--- config.mk ---
export PLATFORM = sky130hd
export DESIGN_NAME = bsg_async_ptr_gray_rd
export DESIGN_NICKNAME = d
export VERILOG_FILES = /design/src/rtl/bsg_async_ptr_gray_rd.sv
export SDC_FILE = /design/constraint.sdc
export NUM_CORES = 1
export LEC_CHECK = 0
export ABC_AREA = 1
export ABC_CLOCK_PERIOD_IN_PS = 1800
export CAP_MARGIN = 20
export CORE_MARGIN = 2
export CORE_UTILIZATION = 58
export CTS_BUF_LIST = sky130_fd_sc_hd__clkbuf_4 sky130_fd_sc_hd__clkbuf_8
export CTS_CLUSTER_SIZE = 25
export DETAILED_ROUTE_END_ITERATION = 10
export DONT_BUFFER_PORTS = 1
export GPL_TIMING_DRIVEN = 1
export PLACE_DENSITY = 0.81
export SLEW_MARGIN = 20
export SYNTH_ARGS = -nofsm -noshare
export SYNTH_HDL_FRONTEND = slang
export SYNTH_SLANG_ARGS = --single-unit
--- constraint.sdc ---
create_clock -name clk_i -period 1.8 [get_ports clk_i]
set_input_delay 0.27 -clock clk_i [delete_from_list [all_inputs] [get_ports clk_i]]
set_output_delay 0.27 -clock clk_i [all_outputs]
set_load 0.1 [all_outputs]
--- src/rtl/bsg_async_ptr_gray_rd.sv ---
// Read-side pointer controller for a gray-coded asynchronous FIFO.
// Converts the synchronized gray write pointer to binary, owns the binary and
// gray read pointers, and derives valid/occupancy for the consumer.
// Optional checking is enabled by defining BSG_ASYNC_PTR_GRAY_RD_CHECK_EN:
// error_o then flags dequeue-while-empty and impossible occupancy (sticky).
module bsg_async_ptr_gray_rd
  #(parameter int lg_size_p = 4)
   (input  logic                 clk_i
   ,input  logic                 reset_i
   ,input  logic [lg_size_p:0]   w_ptr_gray_rsync_i
   ,input  logic                 deq_i
   ,output logic                 valid_o
   ,output logic [lg_size_p-1:0] r_addr_o
   ,output logic [lg_size_p:0]   r_ptr_binary_o
   ,output logic [lg_size_p:0]   r_ptr_gray_r_o
   ,output logic [lg_size_p:0]   count_o
   ,output logic                 error_o
   );

   localparam int ptr_w_lp = lg_size_p + 1;
   localparam logic [ptr_w_lp-1:0] depth_lp = ptr_w_lp'(1) << lg_size_p;

   function automatic logic [ptr_w_lp-1:0] gray2bin(input logic [ptr_w_lp-1:0] g);
      logic [ptr_w_lp-1:0] b;
      b = '0;
      b[ptr_w_lp-1] = g[ptr_w_lp-1];
      for (int i = ptr_w_lp-2; i >= 0; i--) begin
         b[i] = b[i+1] ^ g[i];
      end
      return b;
   endfunction

   function automatic logic [ptr_w_lp-1:0] bin2gray(input logic [ptr_w_lp-1:0] b);
      return b ^ (b >> 1);
   endfunction

   logic [ptr_w_lp-1:0] w_bin_q, w_bin_d;
   logic [ptr_w_lp-1:0] r_ptr_q, r_ptr_d;
   logic [ptr_w_lp-1:0] r_gray_q, r_gray_d;
   logic [ptr_w_lp-1:0] count;
   logic                valid;
   logic                deq_fire;

   // Occupancy and valid come from registered pointers only.
   assign valid    = (w_bin_q != r_ptr_q);
   assign count    = w_bin_q - r_ptr_q;
   assign deq_fire = deq_i & valid;

   // Next-state: write pointer converted every cycle, read pointer advances on dequeue.
   always_comb begin
      w_bin_d  = gray2bin(w_ptr_gray_rsync_i);
      r_ptr_d  = r_ptr_q;
      if (deq_fire) begin
         r_ptr_d = r_ptr_q + 1'b1;
      end
      // Gray of the next pointer is registered so the write domain never sees glitches.
      r_gray_d = bin2gray(r_ptr_d);
   end

   // Pointer registers with asynchronous reset.
   always_ff @(posedge clk_i or posedge reset_i) begin
      if (reset_i) begin
         w_bin_q  <= '0;
         r_ptr_q  <= '0;
         r_gray_q <= '0;
      end else begin
         w_bin_q  <= w_bin_d;
         r_ptr_q  <= r_ptr_d;
         r_gray_q <= r_gray_d;
      end
   end

   assign valid_o        = valid;
   assign count_o        = count;
   assign r_ptr_binary_o = r_ptr_q;
   assign r_addr_o       = r_ptr_q[lg_size_p-1:0];
   assign r_ptr_gray_r_o = r_gray_q;

`ifdef BSG_ASYNC_PTR_GRAY_RD_CHECK_EN
   logic error_q, error_d;
   logic deq_underflow;
   logic count_overrun;

   assign deq_underflow = deq_i & ~valid;
   assign count_overrun = (count > depth_lp);
   assign error_d       = error_q | deq_underflow | count_overrun;

   // Sticky error flag, cleared only by reset.
   always_ff @(posedge clk_i or posedge reset_i) begin
      if (reset_i) begin
         error_q <= 1'b0;
      end else begin
         error_q <= error_d;
      end
   end

`ifndef SYNTHESIS
   // Report the offending pointer values in simulation.
   always_ff @(posedge clk_i) begin
      if (!reset_i && (deq_underflow || count_overrun)) begin
         $error("bsg_async_ptr_gray_rd: underflow=%0b overrun=%0b w_bin=%0d r_ptr=%0d count=%0d",
                deq_underflow, count_overrun, w_bin_q, r_ptr_q, count);
      end
   end
`endif

   assign error_o = error_q;
`else
   assign error_o = 1'b0;
`endif

endmodule

Yosys cells after proc, flatten, opt, wreduce, memory -nomap -nowiden
Index checks and enable logic that the tools add are counted.
Widths: inputs -> output; s select.
{ "op_classes": {"eq_ne": 1, "bitwise": 6, "muxes": 1, "n_addsub": 2} }
{ "ops": {"columns": ["op", "n"], "rows": [
  ["$add 5x1->5 const B", 1],
  ["$mux 5", 1],
  ["$ne 5x5->1", 1],
  ["$sub 5x5->5", 1],
  ["$xor 5x4->5", 1],
  ["$xor 1x1->1", 4],
  ["$and 1x1->1", 1]
]} }
{ "totals": {"output_inout_bits": 21, "elab_cells": 13, "inputBits": 8, "reg_bits": 15} }

Longest topological paths before layout
Gate-level depths: netlist of run 1.
{ "logic_depth": {"ltp_word": 4, "mapped_depth": 12, "depth_no_buf": 11} }

Worst setup path after synthesis of run 1
Ideal clock, no wire load.
{ "synth_timing": {"path_kind": "register to output", "from": "register r_ptr_q[2], in the netlist r_ptr_binary_o[2]", "to": "output count_o[3]", "t_arrival_ns": 3.290, "n_path_buf": 1, "required_ns": 1.530, "slack_ns": -1.760, "stages_incl_launch_ff": 7, "cell_sequence": "dfrtp_1 > buf_2 > inv_1 > ha_1 > a21oi_1 > nand2_1 > xor2_1"} }
{ "synth_between": {"elab_chain_cells": 1} }
{ "synth_lines": {"columns": ["item", "line", "source"], "rows": [
  ["from (decl)", "38", "logic [ptr_w_lp-1:0] r_ptr_q, r_ptr_d;"],
  ["from (signal assigned)", "68", "r_ptr_q <= r_ptr_d;"],
  ["$sub 5x5->5", "46", "assign count = w_bin_q - r_ptr_q;"],
  ["to (decl)", "16", ",output logic [lg_size_p:0] count_o"]
]} }
No other way between the ends.

Worst setup path after layout of run 1
{ "layout_timing": {"from": "register r_ptr_q[1], in the netlist r_ptr_binary_o[1]", "to": "output valid_o"} }
{ "layout_between": {"elab_chain_cells": 1} }
{ "layout_lines": {"columns": ["item", "line", "source"], "rows": [
  ["$ne 5x5->1", "45", "assign valid = (w_bin_q != r_ptr_q);"],
  ["to (decl)", "12", ",output logic valid_o"]
]} }
No other way between the ends.

==> results of run 1 <==
layer usage:
layer / share of wire / routed length, um / global-route usage / vias to the layer above
met3: 0.098 / 307 / 0.0571 / 24
met2: 0.49 / 1530 / 0.614 / 88
met1: 0.36 / 1120 / 0.380 / 447
li1: - / - / - / 424
met5: 0 / 0 / 0 / -
met4: 0.055 / 172 / 0.267 / 0
timing repair:
action / in CTS / in global routing
endpoints found under the hold margin: 14 / 1
hold buffers: 1 / 1
pin swaps: 8 / 0
gates resized for setup: 7 / 3
setup endpoints to repair: 5 / 10
setup buffers: 5 / 1
worst max path at each step:
stage	from	end	slack, ns	cells past startpoint
finish	r_ptr_binary_o[1]$_DFF_PP0_	valid_o	-0.26	6
global route	r_ptr_binary_o[1]$_DFF_PP0_	valid_o	-0.29	6
CTS	r_ptr_binary_o[0]$_DFF_PP0_	count_o[4]	-0.22	7
detailed placement	w_bin_q[0]$_DFF_PP0_	count_o[4]	0.004	8
global placement	w_bin_q[0]$_DFF_PP0_	count_o[4]	0.05	8
floorplan	r_ptr_binary_o[0]$_DFF_PP0_	count_o[4]	-0.49	6
stage by stage:
stage	utilization	setup slack [ns]	setup TNS [ns]	area [um^2]
floorplan	-	-0.487	-1.81	1130
global placement	0.842	0.0501	0	1280
detailed placement	0.842	0.00368	0	1280
CTS	0.908	-0.218	-0.825	1380
global route	0.926	-0.294	-1.94	1410
finish	0.926	-0.257	-1.51	1410
area by class of cell:
| cell class | count | area, um^2 | area share |
|---|---|---|---|
| timing repair buffer | 27 | 297 | 0.210 |
| tap | 16 | 20.0 | 0.0142 |
| multi-input combinational | 87 | 623 | 0.441 |
| inverter | 17 | 68.8 | 0.0488 |
| clock buffer | 4 | 36.3 | 0.0257 |
| sequential | 14 | 367 | 0.260 |
flip-flops by register name, summed over array words and instances (netlist names):
name and cells:
r_ptr_gray_r_o 5, w_bin_q 5, r_ptr_binary_o 4
worst max-delay path, delay by kind of cell, from the launching register on:
| family | cells | cell delay [ns] |
|---|---|---|
| AND/OR/NAND/NOR | 3 | 0.46 |
| flip-flops | 1 | 0.44 |
| adder cells (fa/ha/maj) | 1 | 0.32 |
| buffers and inverters | 2 | 0.28 |
placed cells by master, fill, tap and decap left out:
cell type | synthesis | final
a21oi_2 | 0 | 2
buf_12 | 0 | 6
buf_4 | 6 | 16
buf_6 | 1 | 2
clkbuf_4 | 0 | 3
clkbuf_8 | 0 | 2
conb_1 | 1 | 1
dfrtp_1 | 14 | 9
dfrtp_2 | 0 | 1
dfrtp_4 | 0 | 4
dlygate4sd3_1 | 0 | 2
fa_2 | 0 | 1
ha_1 | 5 | 2
ha_4 | 0 | 3
inv_1 | 16 | 11
inv_2 | 1 | 4
inv_4 | 0 | 2
nand2_1 | 43 | 39
nand2_2 | 11 | 14
nand2_4 | 0 | 1
nand3_1 | 11 | 6
nand3_2 | 3 | 8
nand4_1 | 1 | 1
nor2_1 | 1 | 1
nor2_2 | 1 | 1
nor3_1 | 1 | 1
o21ai_1 | 1 | 1
or2_2 | 1 | 1
xor2_1 | 4 | 1
xor2_4 | 0 | 3
cell families after synthesis:
family | Yosys count | synth area share
AO/OA/AOI/OAI | 3 | 0.0156
flip-flops | 14 | 0.365
buffers and inverters | 26 | 0.136
adder cells (fa/ha/maj) | 6 | 0.0861
other | 1 | 0.00391
AND/OR/NAND/NOR | 73 | 0.357
XOR/XNOR | 4 | 0.0365
==> results_dict.tcl, run 1 <==
set metrics [dict create \
    yosysMostFrequentCell "nand2_1" \
    first_pass_iters 6 \
    max_freq_mhz 486 \
    clk_latency_ns 0.29 \
    r2r_start "r_ptr_binary_o[1]$_DFF_PP0_" \
    htreeDepth 1 \
    syn_inst 127 \
    skew_ns 0.00352 \
    worstSetupPathType "reg -> out" \
    slew_headroom 0.605 \
    antenna_found_initial 0 \
    critical_path.max_stage_delay_ns 0.44 \
    hpwl_um 1860 \
    drt_iter0_drc 44 \
    slew_viol_final 0 \
    status "complete, but fails checks" \
    vias_per_cell 5.96 \
    async_reset_ff_frac 1.00 \
    violations "setup timing" \
    hold_ws_ns 0.151 \
    crit_fanout 8 \
    slowest_stage "dfrtp_4" \
    syn-num-nets 141 \
    syn_avg_cell_area_um2 7.56 \
    numCtsBuffers 3 \
    path_clk_slew_ns 0.09 \
    ff2ff_setup_slack_ns -0.14 \
    drive_gt1_frac 0.497 \
    synth_top_area_share 0.365 \
    final_nets 164 \
    grt_setup_unrepaired "yes" \
    cp.arrival_ns 1.79 \
    die-width_um 44.7 \
    place_inst 153 \
    synth_top_cell_by_area "dfrtp_1" \
    wl_per_cell_um 19.0 \
    stdcell_count 165 \
    setup_ws_ns -0.257 \
    rr_endpoint "r_ptr_gray_r_o[2]$_DFF_PP0_" \
    hold_path_class "in -> reg" \
    coreArea_um2 1520 \
    period_needed_ns 2.06 \
    wl_um 3130 \
    area_growth_syn_to_layout_pct 47.1 \
    cts-root-buf "clkbuf_4" \
    hold_start "deq_i" \
    io_pins 29 \
    antenna_cells 0 \
    grt_pass1_vias 1056 \
    synth_seq_cells 14 \
    start_util 0.630 \
    cts_tree "built" \
    final-hold-violation-count 0 \
    grt_max_degree 15 \
    post-route-period-util 1.14 \
    hold_depth 2 \
    tightest_slew_ns 0.593 \
    hold_end "r_ptr_gray_r_o[4]$_DFF_PP0_" \
    track_usage 0.354 \
    seq_area_frac_synth 0.365 \
    end_kind "output port" \
    yosysWarnings 0 \
    ff2ff_path_depth 9 \
    finalSetupViolCount 9 \
    grt_first_pass_wirelength_um 4780 \
    critPathLaunchType "register" \
    clockBufferDepth 2 \
    synthFlopType "dfrtp_1" \
    nFillCells 53 \
    die_area_um2 2000 \
    crit_chain "inv_4 -> ha_1 -> nand2_1 -> nor2_2 -> nand2_2 -> buf_12" \
    clock-sinks 14 \
    die_h_um 44.7 \
    std_cell_rows 14 \
    grt_overflow_total 0 \
    io_buffers 0 \
    cp.required_ns 1.53 \
    drc 0 \
    synth_edf_count 0 \
    syn_area_um2 960 \
    num_vias 983 \
    ant_nets 0 \
    synth_area_leaders "dfrtp_1 (37%), nand2_1 (17%), nand2_2 (7.2%)" \
    place_congestion 0.771 \
    yosys-top-cells-count "nand2_1 (43), inv_1 (16), dfrtp_1 (14)" \
    synth_cell_types 21 \
    maxCapViolCount 0 \
]
Power of run 1 is left out: the tool's default activity adds up to more than one toggle a clock period on the data nets, which glitch-free logic cannot reach.
==> run 2: changes to the inputs <==
- CORE_UTILIZATION: 58 -> 55
- CTS_CLUSTER_DIAMETER: unset -> 120
- CTS_CLUSTER_SIZE: 25 -> 40
- PLACE_DENSITY: 0.81 -> 0.78
==> run 2 against run 1 <==
Highest routed layer unchanged. The run ends with hold timing, setup timing left. Clock skew rose by 0.0075 ns. Utilization increased by 1.8 points. Cell count is 3.6% higher. Setup slack worse by 0.089 ns. Count of clock-buffer cells in the layout stayed put. Via count increased by 1.0%. First-iteration DRC count shrank 27%.
==> results_dict.tcl, run 2 (synthesis results as in run 1) <==
set metrics [dict create \
    cts-root-buf "clkbuf_4" \
    die_area_um2 2090 \
    first_pass_iters 4 \
    cp.arrival_ns 1.88 \
    final-hold-violation-count 1 \
    fin_area_um2 1600 \
    path_clk_slew_ns 0.09 \
    r2r_start "r_ptr_binary_o[2]$_DFF_PP0_" \
    finalSetupViolCount 10 \
    max_freq_mhz 466 \
    slew_headroom 0.597 \
    antenna_found_initial 0 \
    num_vias 993 \
    clockBufferDepth 2 \
    setup_tns_ns -1.51 \
    drc 0 \
    cp.required_ns 1.53 \
    worst-path-stages 8 \
    placedInstanceArea_um2 1300 \
    cpLargestDelayFamily "adder cells" \
    maxCapViolCount 0 \
    numCtsBuffers 3 \
    crit_top_cell "inv_2" \
    period_needed_ns 2.15 \
    crit_chain "inv_2 -> ha_4 -> inv_2 -> fa_2 -> nand3_2 -> nand2_4 -> xor2_4 -> buf_12" \
    io_pins 29 \
    cts_tree "built" \
    grt_pass1_vias 802 \
    drive_gt1_frac 0.591 \
    layout_common_cells "nand2_1 (31), buf_4 (16), nand2_2 (15), inv_1 (10), dfrtp_1 (9)" \
    final_common_cell "nand2_1" \
    grt_first_pass_wirelength_um 3550 \
    clk_latency_ns 0.30 \
    drt_iter0_drc 32 \
    place_congestion 0.859 \
    path_buf_inv 3 \
    hold_end "w_bin_q[4]$_DFF_PP0_" \
    wl_um 3570 \
    end_kind "output port" \
    crit_fanout 2 \
    die-width_um 45.8 \
    grt_setup_unrepaired "yes" \
    grt_overflow_total 0 \
    std_cell_rows 15 \
    hpwl_um 1550 \
    critPathLaunchType "register" \
    start_util 0.568 \
    htreeDepth 1 \
    critical_path.max_stage_delay_ns 0.40 \
    vias_per_cell 5.81 \
    setup_ws_ns -0.345 \
    post-route-period-util 1.19 \
    area_growth_syn_to_layout_pct 66.2 \
    violations "hold timing, setup timing" \
    ff2ff_setup_slack_ns -0.09 \
    hold_start "w_ptr_gray_rsync_i[4]" \
    slowest_stage "dfrtp_1" \
    coreArea_um2 1690 \
    stdcell_count 171 \
    final_nets 169 \
    clock-sinks 14 \
    tightest_slew_ns 0.605 \
    rr_endpoint "r_ptr_gray_r_o[3]$_DFF_PP0_" \
    die_h_um 45.8 \
    hold_ws_ns -0.00901 \
    status "complete, but fails checks" \
    place_inst 154 \
    nFillCells 48 \
    worstSetupPathType "reg -> out" \
    ff2ff_path_depth 12 \
    io_buffers 0 \
    wl_per_cell_um 20.9 \
    grt_max_degree 15 \
    slew_viol_final 0 \
    hold_path_class "in -> reg" \
    skew_ns 0.0110 \
    hold_depth 0 \
    ant_nets 0 \
    track_usage 0.245 \
    antenna_cells 0 \
]
-- run 2: changes by cell type in the layout (fill, tap and decap cells not counted), moves of 2 or more --
cell,before,now
nand3_2,8,6
nand2_4,1,7
inv_4,2,4
buf_6,2,5
nand2_1,39,31
-- run 2: worst register-to-register path, cell delays in order (launching register included) --
cell and delay (ns):
dfrtp_4 0.51, inv_4 0.08, ha_4 0.22, buf_4 0.15, nand2_4 0.07, nor2_4 0.04, nand2_4 0.09, buf_6 0.12
nand3_1 0.16, nand2_4 0.16, inv_4 0.06, nand2_2 0.05, nand2_1 0.06
-- run 2: worst max path at each step --
stage / startpoint / endpoint / slack [ns]
floorplan: r_ptr_binary_o[0]$_DFF_PP0_ / count_o[4] / -0.49
CTS: r_ptr_binary_o[0]$_DFF_PP0_ / count_o[4] / -0.21
finish: w_bin_q[0]$_DFF_PP0_ / count_o[4] / -0.35
global route: w_bin_q[0]$_DFF_PP0_ / count_o[4] / -0.41
detailed placement: w_bin_q[0]$_DFF_PP0_ / count_o[4] / 0.03
global placement: w_bin_q[0]$_DFF_PP0_ / count_o[4] / 0.05
-- run 2: what timing repair did --
action                                  CTS  global route
endpoints found under the hold margin    14             0
resized for setup                        11            33
hold buffers                              1             0
setup buffers                             9             3
pin swaps                                10            21
endpoints found under the setup margin    5             9
gates cloned                              0             0
-- run 2: cell type report --
type | instances | area (um^2) | area share
tap | 17 | 21.3 | 0.0133
sequential | 14 | 367 | 0.230
clock buffer | 4 | 36.3 | 0.0227
timing repair buffer | 32 | 383 | 0.240
multi-input combinational | 87 | 714 | 0.448
inverter | 17 | 73.8 | 0.0463
-- run 2: per-layer routing --
metal / vias up / track usage / wire length (um)
li1: 433 / - / -
met2: 49 / 0.377 / 1820
met4: 0 / 0.131 / 159
met1: 496 / 0.332 / 1350
met3: 15 / 0.0397 / 245
met5: - / 0 / 0
-- run 2: metrics by stage --
step	setup slack [ns]	utilization	hold WS, ns
2_1_floorplan	-0.487	-	0.159
3_3_place_gp	0.0522	0.767	0.208
3_5_place_dp	0.0308	0.767	0.218
4_1_cts	-0.209	0.855	0.0127
5_1_grt	-0.412	0.944	-0.0259
6_report	-0.345	0.944	-0.00901
Power of run 2 is left out for the same reason.
